--- src/rtl/shifter_rr_arbiter.sv ---
// Round-robin arbiter sharing one external combinational left barrel shifter
// among N_REQ requesters; the result is registered with the winner's ID.
module shifter_rr_arbiter #(
  parameter int N_REQ = 4,
  parameter int DW    = 8,
  parameter int SW    = 3,
  parameter int IDW   = 2
) (
  input  logic                clk,
  input  logic                rst_n,
  input  logic [N_REQ-1:0]    req_valid,
  input  logic [N_REQ*DW-1:0] req_data,
  input  logic [N_REQ*SW-1:0] req_shamt,
  output logic [N_REQ-1:0]    req_ready,
  output logic [DW-1:0]       sh_i,
  output logic [SW-1:0]       sh_s,
  input  logic [DW-1:0]       sh_o,
  output logic                rsp_valid,
  output logic [DW-1:0]       rsp_data,
  output logic [IDW-1:0]      rsp_id,
  input  logic                rsp_ready
);

  typedef enum logic {EMPTY, FULL} state_t;

  state_t         state, state_nxt;
  logic [IDW-1:0] rr_ptr, ptr_nxt;
  logic [IDW-1:0] g;
  logic           found;
  logic           can_accept;
  logic [IDW:0]   sum;

  assign rsp_valid  = (state == FULL);
  assign can_accept = !rsp_valid || rsp_ready;

  // Search rr_ptr, rr_ptr+1, ... modulo N_REQ; one extra bit on the index
  // so the wrap also works when N_REQ is not a power of two.
  always_comb begin
    found = 1'b0;
    g     = '0;
    sum   = '0;
    if (rst_n && can_accept) begin
      for (int unsigned i = 0; i < N_REQ; i++) begin
        sum = {1'b0, rr_ptr} + (IDW+1)'(i);
        if (sum >= (IDW+1)'(N_REQ))
          sum = sum - (IDW+1)'(N_REQ);
        if (!found && req_valid[sum[IDW-1:0]]) begin
          found = 1'b1;
          g     = sum[IDW-1:0];
        end
      end
    end
  end

  always_comb begin
    req_ready = '0;
    sh_i      = '0;
    sh_s      = '0;
    for (int unsigned k = 0; k < N_REQ; k++) begin
      if (found && g == IDW'(k)) begin
        req_ready[k] = 1'b1;
        sh_i         = req_data[k*DW +: DW];
        sh_s         = req_shamt[k*SW +: SW];
      end
    end
  end

  always_comb begin
    ptr_nxt = (g == IDW'(N_REQ-1)) ? '0 : g + IDW'(1);
  end

  always_comb begin
    state_nxt = state;
    case (state)
      EMPTY: if (found) state_nxt = FULL;
      FULL: begin
        if (found)          state_nxt = FULL;
        else if (rsp_ready) state_nxt = EMPTY;
      end
      default: state_nxt = EMPTY;
    endcase
  end

  always_ff @(posedge clk) begin
    if (!rst_n) begin
      state    <= EMPTY;
      rsp_data <= '0;
      rsp_id   <= '0;
      rr_ptr   <= '0;
    end else begin
      state <= state_nxt;
      if (found) begin
        rsp_data <= sh_o;
        rsp_id   <= g;
        rr_ptr   <= ptr_nxt;
      end
    end
  end

endmodule

--- config.mk ---
export PLATFORM = sky130hd
export DESIGN_NAME = shifter_rr_arbiter
export DESIGN_NICKNAME = d
export VERILOG_FILES = /design/src/rtl/shifter_rr_arbiter.sv
export SDC_FILE = /design/constraint.sdc
export NUM_CORES = 1
export LEC_CHECK = 0
export CAP_MARGIN = 20
export CORE_MARGIN = 1.5
export CORE_UTILIZATION = 34
export CTS_BUF_LIST = sky130_fd_sc_hd__clkbuf_8
export DETAILED_ROUTE_END_ITERATION = 10
export GPL_TIMING_DRIVEN = 0
export PLACE_DENSITY = 0.82
export SKIP_LAST_GASP = 1
export SYNTH_ARGS = -nofsm -noshare
export SYNTH_HDL_FRONTEND = slang
export SYNTH_SLANG_ARGS = --single-unit
--- constraint.sdc ---
create_clock -name clk -period 3.8 [get_ports clk]
set_input_delay 0.76 -clock clk [delete_from_list [all_inputs] [get_ports clk]]
set_output_delay 0.76 -clock clk [all_outputs]
set_load 0.01 [all_outputs]
==> metrics <==
hpwl dp 2690 um; Slew Viols, Final 0; Worst slew margin 0.720; row count 20; Hold Slack 0.452 ns; Yosys cell types 32; most frequent cells after synthesis 30 x nand2_1, 14 x a21oi_1, 13 x dfxtp_1, 13 x inv_1; fin crit period 3.73 ns; Syn. warnings 0; CTS tree done; Leak 0.957 nW; design area 2230 um^2; vias 1,405; final design utilization 0.730; GR Overflow Total 0; starting density of the core 0.357; I/O pin count 85; dominant cell type by area after synthesis dfxtp_1; Worst-path clk slew 0.06 ns; share of layout cells above drive strength 1 0.265; Clock Skews 0.000255 ns; clk sinks 13; PwrDens 278 nW/um^2; top_reg_cell synth dfxtp_1; Core ar. 3050 um^2; CP arrival 2.97 ns; Tot GR Track Use 0.214; die area 3550 um^2; EDFF count, synth 0; Setup TNS 0 ns; GPL Wtd Cong 0.781; Hold Vio Cnt, Final 0; top-count cell post-synth nand2_1; synth top area cells dfxtp_1 24%, nand2_1 10%, a211o_1 8.0%, a221oi_1 8.0%, a21oi_1 6.4%; FF-to-FF Start rr_ptr[0]$_SDFFE_PN0P_; Max Cap Viol 0; Async SR Flop Fraction 0; Hold EP rsp_data[3]$_SDFFE_PN0P_; H-tree depth 1; Worst Tran Pin Value 0.420 ns; Reg2Reg Setup Slack 2.11 ns; Synth Area per Inst 7.41 um^2; critical path startpoint category primary input; remaining antenna violation count after routing 0; WP data required 3.04 ns; syn nets 210; Area Growth Syn to Fin 105%; #FFs+latches synth 13; port bufs 84; dpl ws -0.891 ns; hold path startpoint rsp_data[3]$_SDFFE_PN0P_; Placed Area 1980 um^2; final worst-path cycle share 0.983; Synth top area share 0.239; Final Setup Violations 0; # fillers 244; Critical Path End Type output port; Max FO, Critical Path 4; VDD IR max 0.000203 V; routed wire length 3990 um; Longest Clk Path Bufs 2; post-DR vias/cell 4.86; nets 309; pin count of the biggest net entering global routing 11; CTS Buf Count 3; WS Path Type in -> out; Mapped Cells 147; TritonRoute pass-1 iters 4; DRC errors left 0; Hold Path Cell Cnt 2; achievable frequency 0.268 GHz; FF-to-FF path depth 7; initial antenna violation count 0; worst skew pair latency 0.25 ns; reg2reg end rr_ptr[1]$_SDFFE_PN0P_; Die X 59.6 um; DR iter-0 viols 55; vias in the first global route 1,181; Die Span Y 59.6 um; first-pass GRT wire length 5780 um; cell area after synthesis 1090 um^2; final setup margin 0.0656 ns; diodes inserted 0; root buffer cell clkbuf_8; status finished clean; sequential-to-total area share from yosys stat 0.239; CTS Hold Bufs 0; Hold WC Path Type reg -> reg; post-DR wirelength/cell 13.8 um
[worst max-delay path by stage]
stage	start	cells past startpoint	to	slack, ns
final	rsp_ready	13	sh_i[2]	0.07
after CTS	rsp_ready	12	sh_i[7]	-0.06
after global routing	rsp_ready	13	sh_i[2]	-0.02
after detailed placement	req_valid[1]	12	sh_s[0]	-0.89
after global placement	req_valid[3]	12	sh_s[0]	-0.83
after floorplan	req_valid[1]	10	sh_i[7]	0.54
[sequential cells by signal, summed over array words and instances (netlist names)]
register and cells:
rsp_id 2, rsp_data 8, rsp_valid 1, rr_ptr 2
[layout make-up]
| cell class | count | area [um^2] | area share |
|---|---|---|---|
| clock inverter | 1 | 5.00 | 0.00225 |
| clock buffer | 3 | 41.3 | 0.0185 |
| timing repair buffer | 94 | 860 | 0.386 |
| buffer | 10 | 93.8 | 0.0421 |
| tap | 44 | 55.1 | 0.0247 |
| sequential | 13 | 260 | 0.117 |
| multi-input combinational | 110 | 860 | 0.386 |
| inverter | 14 | 52.6 | 0.0236 |
[critical path: stages]
cell and delay (ns):
clkdlybuf4s50_1 0.45, nand2b_4 0.14, nand2_2 0.06, a311oi_2 0.31, inv_2 0.10, ha_4 0.19, nor2b_4 0.13, buf_6 0.14
buf_12 0.10, a221oi_2 0.04, a211o_1 0.26, a21oi_1 0.13, buf_2 0.14
[per-layer routing]
layer / global-route usage / up-vias / routed length (um)
met5: 0 / - / 0
met4: 0.0667 / 0 / 49
met1: 0.283 / 621 / 1690
met2: 0.328 / 58 / 1930
li1: - / 720 / -
met3: 0.0699 / 6 / 314
[cell families (layout without fill, tap and decap cells)]
logic type                 count (synthesis)  after routing  synth area share
buffers and inverters                     24            122            0.0988
AOI/OAI and AO/OA                         45             45             0.302
adders and majority gates                  4              4            0.0460
and+or+nand+nor                           61             61             0.314
DFF                                       13             13             0.239
[report_power, final]
group	internal, mW	switching, mW	leakage (nW)
sequential	0.151	0.0121	0.108
clock	0.0726	0.0535	0.0255
combinational	0.195	0.135	0.823
total	0.419	0.201	0.957
[cells in the final DEF (no fill, tap or decap), types with 2 or more instances in the layout]
cell type	synthesis	routed
clkdlybuf4s50_1	0	68
nand2_1	30	29
a21oi_1	14	13
dfxtp_1	13	13
inv_1	13	11
buf_2	5	11
buf_4	1	10
a211o_1	10	10
nand3_1	9	9
a221oi_2	0	8
nand2b_1	6	5
clkbuf_8	0	5
clkbuf_2	0	5
and2_1	4	4
buf_6	1	4
inv_2	1	3
nor4_4	1	2
nor2_1	2	2
o21ai_0	2	2
a221oi_1	10	2
o21ai_1	2	2
a31o_1	2	2
ha_2	0	2
ha_4	0	2
dlygate4sd2_1	0	2
[through the flow]
stage	power [mW]	instances
floorplan	0.294	147
global placement	0.432	275
detailed placement	0.434	275
CTS	0.601	285
global route	0.658	289
finish	0.620	289
[repair_timing]
| action | 4_1_cts | 5_1_grt |
|---|---|---|
| gates resized for setup | 77 | 17 |
| setup endpoints to repair | 15 | 13 |
| buffers inserted | 5 | 4 |
| gates cloned | 1 | 0 |
| pin swaps | 3 | 7 |
| hold endpoints to repair | 0 | 0 |
Note: power is estimated with default switching activity, not from simulation.
